[config.mk]
export PLATFORM = sky130hd
export DESIGN_NAME = stopwatch_core_flat
export DESIGN_NICKNAME = d
export VERILOG_FILES = /design/src/rtl/stopwatch_pkg.sv /design/src/rtl/stopwatch_if.sv /design/src/rtl/stopwatch_mod_counter.sv /design/src/rtl/stopwatch_core.sv /design/src/flat_wrapper.sv
export SDC_FILE = /design/constraint.sdc
export NUM_CORES = 1
export LEC_CHECK = 0
export ABC_AREA = 1
export CORE_UTILIZATION = 34
export CTS_CLUSTER_DIAMETER = 30
export DETAILED_ROUTE_END_ITERATION = 10
export PLACE_DENSITY_LB_ADDON = 0.05
export SYNTH_ARGS = -nofsm -noshare
export SYNTH_HDL_FRONTEND = slang
export SYNTH_SLANG_ARGS = --single-unit
[constraint.sdc]
create_clock -name clk -period 2.1 [get_ports clk]
set_clock_uncertainty 0.15 [all_clocks]
set_input_delay 0.315 -clock clk [delete_from_list [all_inputs] [get_ports clk]]
set_output_delay 0.315 -clock clk [all_outputs]
set_load 0.01 [all_outputs]
[src/rtl/stopwatch_pkg.sv]
// Shared types and default moduli for the stopwatch core.
// Port widths are fixed, so every modulus must fit in its field.
package stopwatch_pkg;

    typedef enum logic [1:0] {
        IDLE  = 2'd0,
        RUN   = 2'd1,
        PAUSE = 2'd2,
        LAP   = 2'd3
    } state_t;

    localparam int CS_MAX_DEF  = 100;
    localparam int SEC_MAX_DEF = 60;
    localparam int MIN_MAX_DEF = 100;

    localparam int CS_W  = 7;
    localparam int SEC_W = 6;
    localparam int MIN_W = 7;

endpackage

[src/rtl/stopwatch_if.sv]
// Control pulses in, displayed time and status out.
interface stopwatch_if;
    import stopwatch_pkg::*;

    logic             i_tick;
    logic             i_start;
    logic             i_lap;
    logic             i_clear;
    logic [CS_W-1:0]  o_cs;
    logic [SEC_W-1:0] o_sec;
    logic [MIN_W-1:0] o_min;
    logic             o_running;
    logic             o_lap;
    logic             o_wrap;

    modport master (
        output i_tick, i_start, i_lap, i_clear,
        input  o_cs, o_sec, o_min, o_running, o_lap, o_wrap
    );

    modport slave (
        input  i_tick, i_start, i_lap, i_clear,
        output o_cs, o_sec, o_min, o_running, o_lap, o_wrap
    );

endinterface

[src/rtl/stopwatch_mod_counter.sv]
// Modulo-MAX counter stage; o_carry is combinational so stages chain in one cycle.
module mod_counter #(
    parameter int MAX = 10,
    parameter int W   = 4
) (
    input  logic         clk,
    input  logic         areset,
    input  logic         i_enable,
    input  logic         i_clear,
    output logic [W-1:0] o_val,
    output logic         o_carry
);

    localparam logic [W-1:0] LAST = W'(MAX - 1);

    assign o_carry = i_enable && (o_val == LAST);

    always_ff @(posedge clk or posedge areset) begin
        if (areset)
            o_val <= '0;
        else if (i_clear)
            o_val <= '0;
        else if (i_enable)
            o_val <= (o_val == LAST) ? '0 : o_val + 1'b1;
    end

endmodule

[src/rtl/stopwatch_core.sv]
// Stopwatch: run/pause/lap FSM over a cs/sec/min carry chain, with a
// display register that either tracks the live count or holds a lap capture.
module stopwatch_core
    import stopwatch_pkg::*;
#(
    parameter int CS_MAX  = CS_MAX_DEF,
    parameter int SEC_MAX = SEC_MAX_DEF,
    parameter int MIN_MAX = MIN_MAX_DEF
) (
    input  logic        clk,
    input  logic        areset,
    stopwatch_if.slave  sw
);

    if (CS_MAX < 2 || CS_MAX > (1 << CS_W)) begin : g_bad_cs
        $error("CS_MAX does not fit the centisecond output");
    end
    if (SEC_MAX < 2 || SEC_MAX > (1 << SEC_W)) begin : g_bad_sec
        $error("SEC_MAX does not fit the seconds output");
    end
    if (MIN_MAX < 2 || MIN_MAX > (1 << MIN_W)) begin : g_bad_min
        $error("MIN_MAX does not fit the minutes output");
    end

    state_t state;

    logic             cnt_en, clr;
    logic             cs_carry, sec_carry, min_carry;
    logic [CS_W-1:0]  cs, cs_nxt, disp_cs;
    logic [SEC_W-1:0] sec, sec_nxt, disp_sec;
    logic [MIN_W-1:0] min, min_nxt, disp_min;
    logic             running, lap_q, wrap;

    // Counting keys off the current state, so a tick on the edge that enters
    // RUN is lost and a tick on the edge that leaves RUN/LAP is kept.
    assign cnt_en = sw.i_tick && (state == RUN || state == LAP);
    assign clr    = sw.i_clear && (state == PAUSE);

    mod_counter #(.MAX(CS_MAX), .W(CS_W)) u_cs (
        .clk(clk), .areset(areset), .i_enable(cnt_en), .i_clear(clr),
        .o_val(cs), .o_carry(cs_carry)
    );

    mod_counter #(.MAX(SEC_MAX), .W(SEC_W)) u_sec (
        .clk(clk), .areset(areset), .i_enable(cs_carry), .i_clear(clr),
        .o_val(sec), .o_carry(sec_carry)
    );

    mod_counter #(.MAX(MIN_MAX), .W(MIN_W)) u_min (
        .clk(clk), .areset(areset), .i_enable(sec_carry), .i_clear(clr),
        .o_val(min), .o_carry(min_carry)
    );

    // Post-edge live count, so the display register shows the same value the
    // counters will hold (this is what makes a lap capture include its tick).
    always_comb begin
        cs_nxt  = cs;
        sec_nxt = sec;
        min_nxt = min;
        if (clr) begin
            cs_nxt  = '0;
            sec_nxt = '0;
            min_nxt = '0;
        end else begin
            if (cnt_en)    cs_nxt  = cs_carry  ? '0 : cs  + 1'b1;
            if (cs_carry)  sec_nxt = sec_carry ? '0 : sec + 1'b1;
            if (sec_carry) min_nxt = min_carry ? '0 : min + 1'b1;
        end
    end

    always_ff @(posedge clk or posedge areset) begin
        if (areset) begin
            state    <= IDLE;
            disp_cs  <= '0;
            disp_sec <= '0;
            disp_min <= '0;
            running  <= 1'b0;
            lap_q    <= 1'b0;
            wrap     <= 1'b0;
        end else begin
            wrap <= min_carry;

            // Display holds only while sitting in LAP; any exit reloads it.
            if (state != LAP || sw.i_start || sw.i_lap) begin
                disp_cs  <= cs_nxt;
                disp_sec <= sec_nxt;
                disp_min <= min_nxt;
            end

            case (state)
                IDLE: begin
                    if (sw.i_start) begin
                        state   <= RUN;
                        running <= 1'b1;
                    end
                end
                RUN: begin
                    if (sw.i_start) begin
                        state   <= PAUSE;
                        running <= 1'b0;
                    end else if (sw.i_lap) begin
                        state <= LAP;
                        lap_q <= 1'b1;
                    end
                end
                LAP: begin
                    if (sw.i_start) begin
                        state   <= PAUSE;
                        running <= 1'b0;
                        lap_q   <= 1'b0;
                    end else if (sw.i_lap) begin
                        state <= RUN;
                        lap_q <= 1'b0;
                    end
                end
                PAUSE: begin
                    if (sw.i_clear) begin
                        state <= IDLE;
                    end else if (sw.i_start) begin
                        state   <= RUN;
                        running <= 1'b1;
                    end
                end
                default: begin
                    state   <= IDLE;
                    running <= 1'b0;
                    lap_q   <= 1'b0;
                end
            endcase
        end
    end

    assign sw.o_cs      = disp_cs;
    assign sw.o_sec     = disp_sec;
    assign sw.o_min     = disp_min;
    assign sw.o_running = running;
    assign sw.o_lap     = lap_q;
    assign sw.o_wrap    = wrap;

endmodule

[src/flat_wrapper.sv]
// flat-port wrapper written by rule: the top's interface ports become plain ports
module stopwatch_core_flat import stopwatch_pkg::*;
#(
    parameter int CS_MAX  = CS_MAX_DEF,
    parameter int SEC_MAX = SEC_MAX_DEF,
    parameter int MIN_MAX = MIN_MAX_DEF
)
  (clk, areset, sw_i_tick, sw_i_start, sw_i_lap, sw_i_clear, sw_o_cs, sw_o_sec, sw_o_min, sw_o_running, sw_o_lap, sw_o_wrap);
  stopwatch_if sw_i ();
  input  logic clk;
  input  logic areset;
  input wire logic [$bits(sw_i.i_tick)-1:0] sw_i_tick;
  input wire logic [$bits(sw_i.i_start)-1:0] sw_i_start;
  input wire logic [$bits(sw_i.i_lap)-1:0] sw_i_lap;
  input wire logic [$bits(sw_i.i_clear)-1:0] sw_i_clear;
  output wire logic [$bits(sw_i.o_cs)-1:0] sw_o_cs;
  output wire logic [$bits(sw_i.o_sec)-1:0] sw_o_sec;
  output wire logic [$bits(sw_i.o_min)-1:0] sw_o_min;
  output wire logic [$bits(sw_i.o_running)-1:0] sw_o_running;
  output wire logic [$bits(sw_i.o_lap)-1:0] sw_o_lap;
  output wire logic [$bits(sw_i.o_wrap)-1:0] sw_o_wrap;
  assign sw_i.i_tick = sw_i_tick;
  assign sw_i.i_start = sw_i_start;
  assign sw_i.i_lap = sw_i_lap;
  assign sw_i.i_clear = sw_i_clear;
  assign sw_o_cs = sw_i.o_cs;
  assign sw_o_sec = sw_i.o_sec;
  assign sw_o_min = sw_i.o_min;
  assign sw_o_running = sw_i.o_running;
  assign sw_o_lap = sw_i.o_lap;
  assign sw_o_wrap = sw_i.o_wrap;
  stopwatch_core #(.CS_MAX(CS_MAX), .SEC_MAX(SEC_MAX), .MIN_MAX(MIN_MAX)) u_core (.clk(clk), .areset(areset), .sw(sw_i));
endmodule
Word level (Yosys, flattened, before mapping)
Cells that the tools add are included.
- register bits after elaboration: 45
- input port bits: 6
- output and inout port bits: 23
- logic and storage cells: 77
- add/subtract/negate cells: 3
- equal/unequal tests: 13
- muxes and demuxes: 34
- reduce and logical (&&, ||, !) cells: 17
- operators by type and width (operator ; number):
    $mux W7 ; 12
    $mux W6 ; 6
    $add A7 B1 Y7 const B ; 2
    $eq A7 B7 Y1 const B ; 2
    $mux W2 ; 6
    $ne A2 B2 Y1 const B ; 4
    $pmux W2 S4 ; 1
    $reduce_bool A2 Y1 ; 4
    $mux W1 ; 7
    $add A6 B1 Y6 const B ; 1
    $eq A6 B6 Y1 const B ; 1
    $ne A3 B3 Y1 const B ; 2
    $logic_and A1 B1 Y1 ; 5
    $eq A2 B2 Y1 const B ; 2
    $reduce_and A2 Y1 ; 2
    $reduce_and A4 Y1 ; 1
    $logic_or A1 B1 Y1 ; 3
    $pmux W1 S3 ; 1
    $eq A2 B1 Y1 const B ; 1
    $logic_not A2 Y1 ; 1
    $ne A2 B1 Y1 const B ; 1
    $pmux W1 S2 ; 1
    $reduce_or A2 Y1 ; 1

Logic depth before layout (Yosys ltp)
Gate-level depths: netlist of run 1.
- depth after elaboration: 9
- depth in mapped cells: 10
- mapped depth without buffers: 10

Hierarchy
From an unflattened synthesis of run 1, not the netlist that was laid out.
- cell total of the unflattened synthesis: 398
- area, all modules: 2790.2 µm²
- modules (own cells, without submodules) (module ; instances ; cells each ; area each (µm²) ; sequential area each (µm²)):
    stopwatch_core ; 1 ; 209 ; 1486.4 ; 625.6
    mod_counter (u_core.u_cs ...) ; 2 ; 71 ; 474.2 ; 175.2
    mod_counter (u_core.u_sec) ; 1 ; 47 ; 355.3 ; 150.1

Worst setup path after synthesis of run 1
No wires, ideal clock.
- kind: register to register
- start: reg u_core.u_sec.o_val[0]
- end: reg u_core.u_min.o_val[1]
- library setup time: 0.119 ns
- arrival time: 1.317 ns
- required time: 1.831 ns
- slack: 0.514 ns
- stages on the path, launching flop included: 9
- path buffers: 1
- clock period less this slack: 1.586 ns
- cell sequence: dfrtp_1 > ha_1 > nand3_1 > nor2_4 > nand3_1 > buf_4 > nand2_1 > o21ai_2 > and2_1
- cells in the longest elaborated chain, start to end: 3
- RTL lines (element ; RTL line ; RTL):
    start, declared ; stopwatch_mod_counter.sv:10 ; output logic [W-1:0] o_val,
    start signal, assigned ; stopwatch_mod_counter.sv:24 ; o_val <= (o_val == LAST) ? '0 : o_val + 1'b1;
    $eq A6 B6 Y1 ; stopwatch_mod_counter.sv:16 ; assign o_carry = i_enable && (o_val == LAST);
    $logic_and A1 B1 Y1 ; stopwatch_mod_counter.sv:16 ;
    $reduce_bool A2 Y1 (no line) ; -- ;
    end signal, assigned ; stopwatch_mod_counter.sv:24 ;
    end, declared ; stopwatch_mod_counter.sv:10 ;
Every way passes these cells.
A chain may end at the register's enable or synchronous reset.

Worst setup path after layout of run 1
- start: reg u_core.u_cs.o_val[0]
- end: reg u_core.u_min.o_val[5]
- cells in the longest elaborated chain, start to end: 4
- RTL lines (element ; RTL line):
    start, declared ; stopwatch_mod_counter.sv:10
    start signal, assigned ; stopwatch_mod_counter.sv:24
    $eq A7 B7 Y1 ; stopwatch_mod_counter.sv:16
    $logic_and A1 B1 Y1 (2 in series) ; stopwatch_mod_counter.sv:16
    $reduce_bool A2 Y1 (no line) ; --
Every way passes these cells.

==> flow_summary.json, run 1 <==
{
  "path_cells": "ha_1, nand2_1, nor2_2, nand3_4, nor2_4, nand2_1, and2_1",
  "placementRows": 29,
  "start_kind": "flop",
  "first_pass_iters": 6,
  "fin_util_pct": 43.3,
  "cts_setup_buffers": 0,
  "power_frac_comb_pct": 29.4,
  "rsz0062_at_grt": "no",
  "dpl_cell_area_um2": 2740,
  "synth_top_family_by_area": "simple AND/OR/NAND/NOR gates",
  "crit_fanout": 10,
  "critPathArrivalTime_ns": 1.79,
  "grt_usage_pct": 15.5,
  "leakage_nw": 1.42,
  "routed_via_density": 4.68,
  "required_ns": 2.14,
  "synthCells": 288,
  "io_buffers": 28,
  "post_cts_resized": 0,
  "ys_types": 34,
  "tritoncts": "built",
  "die_h_um": 85.2,
  "num_io_pins": 29,
  "synth_compound_gate_area_share_pct": 7.38,
  "fmax_mhz": 573,
  "avgSynthCellArea_um2": 8.18,
  "ys_seq_elements": 45,
  "drtIter0Drc": 72,
  "post-route-min-period_ns": 1.75,
  "tns_ns": 0,
  "nets": 333,
  "slew_headroom_pct": 76.3,
  "crit_buf_inv": 0,
  "synthSimpleGateAreaFrac_pct": 33.2,
  "max-vdd-ir-drop_uv": 347,
  "hold_class": "input port to asynchronous set/reset pin",
  "synth_area_leaders": "dfrtp_1 48%, nand2_1 15%, nand3_1 4.9%",
  "p_sw_share_pct": 34.5,
  "grt_pass1_wl_mm": 8.79,
  "yosysTopAreaCell": "dfrtp_1",
  "synthesis.nets": 297,
  "core_area_um2": 6530,
  "crit_type": "flop to flop",
  "initial_core_util_pct": 36.1,
  "cp_common_cell": "nand2_1",
  "drcViolationCount": 0,
  "gr-total-overflow": 0,
  "via_count": 1875,
  "synth_fa_ha_area_share_pct": 1.59,
  "clockRootBuffer": "clkbuf_8",
  "status": "complete, no violations",
  "cts_sinks": 45,
  "p_switching_mw": 0.815,
  "cpLargestDelayFamily": "simple AND/OR/NAND/NOR gates",
  "grt_pass1_vias": 1921,
  "total_power_mw": 2.36,
  "multi_input_area_um2": 1050,
  "gp_congestion": 0.886,
  "drt-total-wl_mm": 4.99,
  "yosysWarnings": 0,
  "hpwl_mm": 3.57,
  "timing.reg2reg.setup_slack_ns": 0.35,
  "hold_viol": 0,
  "clk_path_buf_depth": 2,
  "grt_max_degree": 46,
  "yosysSeqAreaShare_pct": 47.8,
  "synth_xor_area_share_pct": 2.60,
  "seq_area_um2": 1130,
  "final_max_slew_viol_count": 0,
  "fill_cells": 666,
  "hold_buffers": 0,
  "area_delta_synth_final_pct": 20.0,
  "synth_top_area_share_pct": 47.8,
  "syn_area_um2": 2360,
  "crit_slowest_cell": "dfrtp_1",
  "num_antenna_cells": 0,
  "worst_pin_slew_ns": 0.355,
  "antenna_left": 0,
  "synth.area.mux_share_pct": 0,
  "drive_above_1_share_pct": 15.1,
  "fin_crit_sh_pct": 83.1,
  "powerDensity_nw_per_um2": 835,
  "slowest_delay_ns": 0.40,
  "clock_latency_ns": 0.29,
  "p_int_mw": 1.55,
  "wl_per_cell_um": 12.5,
  "final_cell_area_um2": 2830,
  "critPathCaptureType": "flop",
  "die_w_um": 85.2,
  "clk_pin_slew_ns": 0.09,
  "cts_made_buffers": 5,
  "antenna_found_initial": 0,
  "power_frac_clock_pct": 23.2,
  "maxCapViolations": 0,
  "setup_violations": 0,
  "dieArea_um2": 7270,
  "h-tree-depth": 2,
  "p_seq_share_pct": 47.4
}
==> layout make-up <==
| cell class | instances | area share (%) |
|---|---|---|
| timing repair buffer | 35 | 12.2 |
| sequential | 45 | 39.8 |
| multi-input combinational | 207 | 37.3 |
| clock buffer | 7 | 3.05 |
| tap | 77 | 3.41 |
| inverter | 30 | 4.16 |
==> final timing paths <==
| kind | start | endpoint | depth (start not counted) |
|---|---|---|---|
| hold / removal | areset | u_core.u_cs.o_val[1] | 3 |
| max in group asynchronous | areset | u_core.u_sec.o_val[5] | 3 |
| hold reg to reg | u_core.sw.o_min[6] | u_core.sw.o_min[6] | 2 |
| min in group clk | u_core.sw.o_min[6] | u_core.sw.o_min[6] | 2 |
| setup reg to reg | u_core.u_cs.o_val[0] | u_core.u_min.o_val[5] | 7 |
| setup / recovery | u_core.u_cs.o_val[0] | u_core.u_min.o_val[5] | 7 |
==> layout by cell type, fill, tap and decap left out, types with 4 or more instances in the layout <==
master and n:
nor2_2 4, nor2_1 25, clkbuf_8 6, dfrtp_1 45, xor2_1 7, nand2_1 95, inv_2 7, buf_4 6
nand2_2 10, o21ai_1 5, o21ai_2 4, nand3_1 23, clkdlybuf4s50_1 28, o21ai_0 8, inv_1 21
==> power by group through the flow <==
stage / combinational (mW) / clock (mW) / sequential [mW]
CTS: 0.711 / 0.570 / 1.12
global route: 0.787 / 0.599 / 1.14
global placement: 0.709 / 0 / 1.14
finish: 0.693 / 0.548 / 1.12
floorplan: 0.434 / 0 / 1.14
detailed placement: 0.710 / 0 / 1.13
==> synth_stat cells <==
library cell  count
inv_4             2
a211oi_4          1
buf_4             1
nand2_4           1
nand3_2           1
nor2_2            4
o21ai_2           4
o21ai_0           8
ha_1              3
nor2_1           25
nor3_4            1
dfrtp_1          45
or2_2             1
o21ai_1           5
nor3b_1           1
nand4_1           3
inv_1            22
xor2_1            7
nand2_2          10
or2_1             1
a21oi_2           1
nor2_4            2
o21a_1            1
a21boi_0          1
a21oi_1           3
o21bai_1          1
buf_6             4
and2_1            2
o211ai_1          1
nand3_1          23
buf_2             1
nand3_4           1
nand2_1          95
inv_2             6
==> kinds of logic (layout without fill, tap and decap cells) <==
kind of cell,after synthesis,in the layout
buffers and inverters,36,72
flip-flops,45,45
AND/OR/NAND/NOR,171,171
XOR/XNOR,7,7
AO/OA/AOI/OAI,26,26
adder cells (fa/ha/maj),3,3
==> layer usage <==
layer  routed length (um)  global-route usage [%]
met3                  100                    3.11
met2                 2380                    25.8
met1                 2440                    20.0
met5                    0                       0
met4                   72                    5.86
==> metrics by stage <==
| stage | instances | hold slack [ns] | setup slack [ns] |
|---|---|---|---|
| after floorplan | 288 | 0.347 | 0.514 |
| after global placement | 394 | 0.316 | 0.204 |
| after detailed placement | 394 | 0.317 | 0.178 |
| after CTS | 401 | 0.234 | 0.336 |
| after global routing | 401 | 0.257 | 0.163 |
| final | 401 | 0.225 | 0.354 |
==> state kept, by name, indices dropped and copies added, names as in the netlist <==
register / cells
u_core.sw.o_sec: 6
u_core.u_sec.o_val: 6
u_core.u_min.o_val: 7
u_core.sw.o_lap: 1
u_core.sw.o_running: 1
u_core.sw.o_cs: 7
u_core.u_cs.o_val: 7
u_core.state: 2
u_core.sw.o_min: 7
u_core.sw.o_wrap: 1
==> worst register-to-register path, delay by kind of cell, from the launching register on <==
family	cells	cell delay (ns)
DFF	1	0.40
and+or+nand+nor	6	0.84
adders and majority gates	1	0.25
Power figures use the tool's default switching activity.
==> inputs of run 2 (changes only) <==
clock period = 1.5 ns   (was 2.1 ns; I/O delays follow)
==> run 2 against run 1 <==
Cell area increased by 16%. Clock-buffer cell count decreased by 2. Core utilization increased by 6.9 points. Combinational power increased by 86%. The flow now finishes with violations (negative setup slack). Cell count increased by 8.0%. Critical path depth unchanged. Sequential power increased by 39%. Flip-flop and latch count unchanged. Critical endpoint is now u_core.sw.o_wrap. Setup slack got worse by 0.46 ns. Register-to-register slack got worse by 0.46 ns. Global-route usage increased by 1.7 points.
==> flow_summary.json, run 2 (same netlist as run 1, synthesis figures left out) <==
{
  "area_delta_synth_final_pct": 39.1,
  "initial_core_util_pct": 36.1,
  "gp_congestion": 0.813,
  "fin_crit_sh_pct": 107,
  "fmax_mhz": 623,
  "die_h_um": 85.2,
  "via_count": 2080,
  "wl_per_cell_um": 13.7,
  "pre_cts_slack_ns": -0.263,
  "r2r-start": "u_core.u_cs.o_val[1]",
  "antenna_left": 0,
  "clk_pin_slew_ns": 0.09,
  "hold_viol": 0,
  "crit_slowest_cell": "dfrtp_1",
  "drtIter0Drc": 66,
  "gr-total-overflow": 0,
  "violations": "negative setup slack",
  "slowest_delay_ns": 0.40,
  "startpoint": "u_core.u_cs.o_val[1]",
  "layout_common_cells": "77 x nand2_1, 44 x dfrtp_1, 31 x buf_4",
  "dieArea_um2": 7270,
  "crit_type": "flop to flop",
  "path_cells": "ha_4, nand3_1, nor2_4, buf_4, nand3_4, or2_1, inv_1",
  "h-tree-depth": 2,
  "die_w_um": 85.2,
  "final_max_slew_viol_count": 0,
  "clock_latency_ns": 0.30,
  "drt-total-wl_mm": 5.95,
  "crit_fanout": 5,
  "fin_util_pct": 50.2,
  "hold_buffers": 0,
  "grt_pass1_vias": 2069,
  "cts_made_buffers": 5,
  "nets": 364,
  "clockRootBuffer": "clkbuf_8",
  "status": "finished, violations left",
  "powerDensity_nw_per_um2": 1100,
  "placementRows": 29,
  "antenna_found_initial": 0,
  "drive_above_1_share_pct": 34.3,
  "start_kind": "flop",
  "holdWs_ns": 0.113,
  "slew_headroom_pct": 83.6,
  "rsz0062_at_grt": "yes",
  "routed_via_density": 4.80,
  "worst_pin_slew_ns": 0.246,
  "leakage_nw": 1.72,
  "required_ns": 1.60,
  "io_buffers": 28,
  "grt_usage_pct": 17.3,
  "clk_path_buf_depth": 2,
  "drcViolationCount": 0,
  "critPathArrivalTime_ns": 1.70,
  "finalWorstSetupSlack_ns": -0.105,
  "grt_pass1_wl_mm": 9.77,
  "maxCapViolations": 0,
  "mostFrequentLayoutCell": "nand2_1",
  "post-route-min-period_ns": 1.61,
  "cts_sinks": 45,
  "num_antenna_cells": 0,
  "tritoncts": "built",
  "first_pass_iters": 4,
  "max-vdd-ir-drop_uv": 621,
  "hold_class": "input port to asynchronous set/reset pin",
  "grt_max_degree": 46,
  "hpwl_mm": 3.73,
  "numPlacedInstances": 415,
  "num_io_pins": 29,
  "critPathCaptureType": "flop",
  "fin_cells": 433,
  "setup_violations": 22,
  "fill_cells": 660,
  "core_area_um2": 6530,
  "total_power_mw": 3.61
}
[run 2: timing repair]
action | CTS | global route
pin swaps | 5 | 7
gates cloned | 2 | 1
endpoints found under the setup margin | 57 | 36
resized for setup | 44 | 33
setup buffers | 2 | 6
[run 2: power breakdown]
group	internal (mW)	switching (mW)
logic	0.555	0.732
clock network	0.322	0.441
registers	1.40	0.158
[run 2: worst paths after layout]
path                                      to  cells past startpoint  slack [ns]
setup / recovery            u_core.sw.o_wrap                      7       -0.11
hold / removal               u_core.sw.o_lap                      3        0.11
setup reg to reg            u_core.sw.o_wrap                      7       -0.11
hold reg to reg            u_core.sw.o_cs[4]                      2        0.33
max in group asynchronous    u_core.state[0]                      3        0.86
min in group clk           u_core.sw.o_cs[4]                      2        0.33
[run 2: per-layer routing]
layer | vias to the layer above | part of all wire [%] | GRT usage [%]
met3 | 8 | 2.8 | 3.31
met4 | 0 | 1.3 | 6.01
met1 | 998 | 47 | 22.4
li1 | 1045 | - | -
met2 | 29 | 49 | 28.8
met5 | - | 0 | 0
[run 2: stage by stage]
step / area, um^2 / setup TNS, ns
6_report: 3280 / -1.33
5_1_grt: 3280 / -3.51
4_1_cts: 3100 / -1.08
3_5_place_dp: 2940 / -6.67
3_3_place_gp: 2940 / -6.61
2_1_floorplan: 2380 / -0.00818
[run 2: critical path: cells and delay by family, from the launching register on]
| kind | cells | cell delay [ns] |
|---|---|---|
| simple gates | 4 | 0.63 |
| fa+ha+maj | 1 | 0.17 |
| buf+inv | 2 | 0.20 |
| flops | 1 | 0.40 |
[run 2: final cells by class]
cell class	instances	area [um^2]	area share (%)
multi-input combinational	209	1260	38.5
sequential	45	1130	34.4
clock inverter	3	17.5	0.534
tap	77	96.3	2.94
clock buffer	5	68.8	2.10
inverter	30	125	3.82
timing repair buffer	64	581	17.7
